--- config.mk ---
export PLATFORM = sky130hd
export DESIGN_NAME = real_table_streamer
export DESIGN_NICKNAME = d
export VERILOG_FILES = /design/src/rtl/real_table_streamer.sv
export SDC_FILE = /design/constraint.sdc
export NUM_CORES = 1
export LEC_CHECK = 0
export ABC_AREA = 1
export BUFFER_PORTS_ARGS = -buffer_cell sky130_fd_sc_hd__buf_2
export CELL_PAD_IN_SITES_DETAIL_PLACEMENT = 1
export CELL_PAD_IN_SITES_GLOBAL_PLACEMENT = 1
export CORE_MARGIN = 4
export CORE_UTILIZATION = 43
export DETAILED_ROUTE_END_ITERATION = 12
export MAX_ROUTING_LAYER = met4
export PLACE_DENSITY_LB_ADDON = 0.1
export SETUP_SLACK_MARGIN = 0.5
export SYNTH_ARGS = -nofsm -noshare
export SYNTH_HDL_FRONTEND = slang
export SYNTH_SLANG_ARGS = --single-unit
--- constraint.sdc ---
create_clock -name clk -period 1.65 [get_ports clk]
set_clock_uncertainty 0.1 [all_clocks]
set_input_delay 0.33 -clock clk [delete_from_list [all_inputs] [get_ports clk]]
set_output_delay 0.33 -clock clk [all_outputs]
set_load 0.01 [all_outputs]
--- src/rtl/real_table_streamer.sv ---
// real_table_streamer: fills a lookup table whose depth, step and traversal
// order are derived from real-valued parameters, then streams every entry
// out over a valid/ready interface with a one-cycle done pulse at the end.
module real_table_streamer #(
  parameter real DEPTH_REAL = 4.0,
  parameter real STEP_REAL  = 2.0,
  parameter int  WIDTH      = 8,
  parameter real THRESHOLD  = 3.5,
  parameter int  IDX_W      = 4
) (
  input  logic             clk,
  input  logic             rst,
  input  logic             start,
  output logic             out_valid,
  input  logic             out_ready,
  output logic [WIDTH-1:0] out_data,
  output logic [IDX_W-1:0] out_index,
  output logic             busy,
  output logic             done
);

  // Real parameters truncate toward zero at elaboration.
  localparam int DEPTH = $rtoi(DEPTH_REAL);
  localparam int STEP  = $rtoi(STEP_REAL);

  // Address width actually needed to index the table; IDX_W may be wider.
  localparam int AW = (DEPTH > 1) ? $clog2(DEPTH) : 1;

  localparam logic [IDX_W-1:0] LAST_K = IDX_W'(DEPTH - 1);

  localparam logic [1:0] S_IDLE   = 2'd0;
  localparam logic [1:0] S_FILL   = 2'd1;
  localparam logic [1:0] S_STREAM = 2'd2;
  localparam logic [1:0] S_DONE   = 2'd3;

  logic [WIDTH-1:0] mem [0:DEPTH-1];

  logic [1:0]       state;
  logic [IDX_W-1:0] k;
  logic [31:0]      fill_prod;
  logic [WIDTH-1:0] fill_val;

  // Order-dependent pointer control, chosen once at elaboration.
  logic [IDX_W-1:0] first_ptr;
  logic [IDX_W-1:0] last_ptr;
  logic [IDX_W-1:0] next_ptr;

  generate
    if (THRESHOLD > 3.0) begin : g_ascending
      assign first_ptr = '0;
      assign last_ptr  = LAST_K;
      assign next_ptr  = out_index + IDX_W'(1);
    end else begin : g_descending
      assign first_ptr = LAST_K;
      assign last_ptr  = '0;
      assign next_ptr  = out_index - IDX_W'(1);
    end
  endgenerate

  // Entry value: product formed in 32 bits, then truncated to the entry width.
  assign fill_prod = 32'(k) * 32'(STEP);
  assign fill_val  = fill_prod[WIDTH-1:0];

  assign busy = (state == S_FILL) || (state == S_STREAM);
  assign done = (state == S_DONE);

  // Table write port: one entry per FILL cycle.
  // NOTE: the table is deliberately left out of reset; every entry is
  // rewritten during FILL before it can be read, so a reset would only add
  // fan-out and block RAM inference.
  always_ff @(posedge clk) begin
    if (!rst && state == S_FILL) begin
      mem[k[AW-1:0]] <= fill_val;
    end
  end

  // Sequencer: IDLE -> FILL -> STREAM -> DONE, with registered stream outputs.
  // NOTE: all state here uses non-blocking assignments so every register
  // samples the pre-edge values of its neighbours, independent of order.
  always_ff @(posedge clk) begin
    if (rst) begin
      state     <= S_IDLE;
      k         <= '0;
      out_valid <= 1'b0;
      out_data  <= '0;
      out_index <= '0;
    end else begin
      case (state)
        S_IDLE: begin
          if (start) begin
            state <= S_FILL;
            k     <= '0;
          end
        end

        S_FILL: begin
          if (k == LAST_K) begin
            // The first streamed entry may be the one being written this
            // very cycle (descending order, or a single-entry table), so
            // it is forwarded from the write data instead of the array.
            state     <= S_STREAM;
            k         <= '0;
            out_valid <= 1'b1;
            out_index <= first_ptr;
            out_data  <= (first_ptr == k) ? fill_val : mem[first_ptr[AW-1:0]];
          end else begin
            k <= k + IDX_W'(1);
          end
        end

        S_STREAM: begin
          if (out_valid && out_ready) begin
            if (out_index == last_ptr) begin
              state     <= S_DONE;
              out_valid <= 1'b0;
            end else begin
              out_index <= next_ptr;
              out_data  <= mem[next_ptr[AW-1:0]];
            end
          end
        end

        S_DONE: begin
          state <= S_IDLE;
        end

        default: begin
          state <= S_IDLE;
        end
      endcase
    end
  end

endmodule

==> metrics.txt <==
P_sw approximately 0.0017 W; Vias per Instance about 5.2; Initial DRT Pass Iterations 4; Startpoint Class register; Clock Sinks 31; CP startpoint state[0]; worst hold margin between 0.15 and 0.2 ns; most frequent cell on the critical path nand2_8; endpoints failing hold 0; grt ovf 0; endpoints failing setup 0; global-route wire length before repair 8.418 mm; Slew Limit Fails 0; Async S/R FF share, synth 0%; most common cell after layout, fill and taps aside nand2_1; area leader, netlist edfxtp_1; Starting Density between 40% and 50%; worst-path cell chain buf_6, ha_4, inv_4, nand2_4, nand2_8, inv_8, nand2_8, a21oi_2, nor2_1; Combinational Power Share 56.8%; die width between 70 and 80 um; setup TNS 0 ns; period utilisation layout 91.48%; number of synthesized flops with an enable pin 16; Total Power approximately 0.004 W; outcome complete, no violations; Worst Hold Class in -> reg; Synth Warn # 0; flop-to-flop setup slack between 0.1 and 0.15 ns; Synth cell types 31; Leakage a little over 1 nW; design area ~2500 um^2; max_cap viols 0; dpl cell area 1836 um^2; Antenna diodes 0; Yosys top cell area share 28.81%; synth top area cells edfxtp_1, dfxtp_1, nand2_1; hold path start rst; DIE HEIGHT around 70 um; buffer depth of the longest clock path 2; area of the core roughly 3700 um^2; ys flop type edfxtp_1; RePlAce Congestion ~0.77; Seq pwr share a little over a quarter; H-Tree Level Count 2; Sequential Area 815.8 um^2; final wirelength approximately 5.8 mm; Tot GR Track Use a little under a quarter; FF-to-FF Start state[0]; Rows 22; DP Wirelength a little under 3 mm; pwr/cell area ~1600 nW/um^2; crit path kind reg -> reg; Placement Setup Slack approximately 0.083 ns; area grow syn2layout 48.31%; vias in the first global route around 1600; register area share after synthesis 46.81%; Crit path arrival time roughly 1.6 ns; Worst EP required between 1.5 and 2 ns; Setup crit end kind register; Residual DRC 0; worst vdd ir between 1000 and 1500 uV; crit-path leading delay family flip-flops; footprint of the multi-input gates roughly 1000 um^2; routed vias about 1500; clock slew at reported path FFs 0.07 ns; Die ar. 4939 um^2; most frequent cells in the layout nand2_1, buf_4, inv_1; Buffers on Ports 14; CTS Hold Buffers Added 0; worst path bufs/invs 3; max frequency 662.5 MHz; nets around 260; clock latency on the worst-skew pair between 0.2 and 0.3 ns; setup ws final around 0.14 ns; CP max-delay cell dfxtp_4; Cell Int Power 0.002302 W; initial antenna violation count 0; syn_area_per_cell approximately 8.4 um^2; largest net degree at the start of global routing 10; fraction of layout instances using a drive strength above 1 a little under half; RSZ-0062 raised after global routing yes; peak per-stage delay on the critical path 0.37 ns; wire per inst between 15 and 20 um; DRT iter0 DRCs 63; Switching Fraction between 40% and 50%; Max FO, Critical Path 7; FF+latch count, synth 31; Root Buffer clkbuf_8; Syn Inst Count a little under 200; share of power burned in the clock network roughly 17%; filler cell count between 400 and 500; synthesized area between 1500 and 2000 um^2; Final min period 1.509 ns; CTS Buf Count 5; Top-Level Pins 19; antenna-violating nets left 0; CTS tree done
==> stage by stage <==
stage	cells	utilization (%)
final	292	66.57
after global routing	292	66.57
after CTS	284	61.52
after detailed placement	265	49.39
after global placement	265	49.39
after floorplan	202	-
==> final cells by class <==
cell class / count / share of cell area, %
clock buffer: 8 / 4.047
timing repair buffer: 39 / 14.57
sequential: 31 / 32.98
tap: 48 / 2.428
inverter: 27 / 5.058
multi-input combinational: 139 / 40.92
==> worst register-to-register path, delay by kind of cell, from the launching register on <==
family / cells / cell delay [ns]
flip-flops: 1 / 0.37
AND/OR/NAND/NOR: 4 / 0.34
buffers and inverters: 3 / 0.26
adder cells (fa/ha/maj): 1 / 0.18
AO/OA/AOI/OAI: 1 / 0.15
==> cell families after synthesis <==
| kind of cell | share of synthesized area (%) |
|---|---|
| AND/OR/NAND/NOR | 29.41 |
| buffers and inverters | 8.627 |
| flip-flops | 46.81 |
| AO/OA/AOI/OAI | 6.603 |
| adder cells (fa/ha/maj) | 6.752 |
| XOR/XNOR | 1.576 |
| other | 0.2248 |
==> power groups by stage <==
stage | Sequential, W | Clock, W | Combinational, W
2_1_floorplan | 0.00103 | 0 | 0.000878
3_3_place_gp | 0.00100 | 0 | 0.00118
3_5_place_dp | 0.00101 | 0 | 0.00123
4_1_cts | 0.00103 | 0.000666 | 0.00177
5_1_grt | 0.00107 | 0.000717 | 0.00242
6_report | 0.00106 | 0.000664 | 0.00226
==> worst paths after layout <==
kind,endpoint,cells past startpoint
worst max-delay path,out_data[3],9
worst min-delay path,out_index[2],2
worst max register to register,out_data[3],9
worst min register to register,out_data[4],2
==> routing by layer <==
layer  vias up  global-route usage [%]  part of all wire [%]
li1        717                       -                     -
met1       744                   24.44                    39
met2        39                   40.75                    54
met3        20                   4.748                   3.2
met4         0                   11.70                   3.8
met5         -                       -                     0
==> state kept, by name, indices dropped and copies added (netlist names) <==
register,cells
out_data,4
state,2
out_valid,1
out_index,4
mem,16
k,4
==> what timing repair did <==
action,4_1_cts,5_1_grt
pin swaps,8,18
resized for setup,64,32
buffers inserted,10,8
endpoints found under the setup margin,42,42
gates cloned,1,0
==> cell usage after synthesis (all sizes together) (2+ instances only) <==
cell type and n:
a21oi 7, buf 6, dfxtp 15, edfxtp 16, ha 9, inv 26
nand2 59, nand3 17, nor2 24, nor3 2, o21ai 7, xor2 2
(Power assumes the default switching activity.)
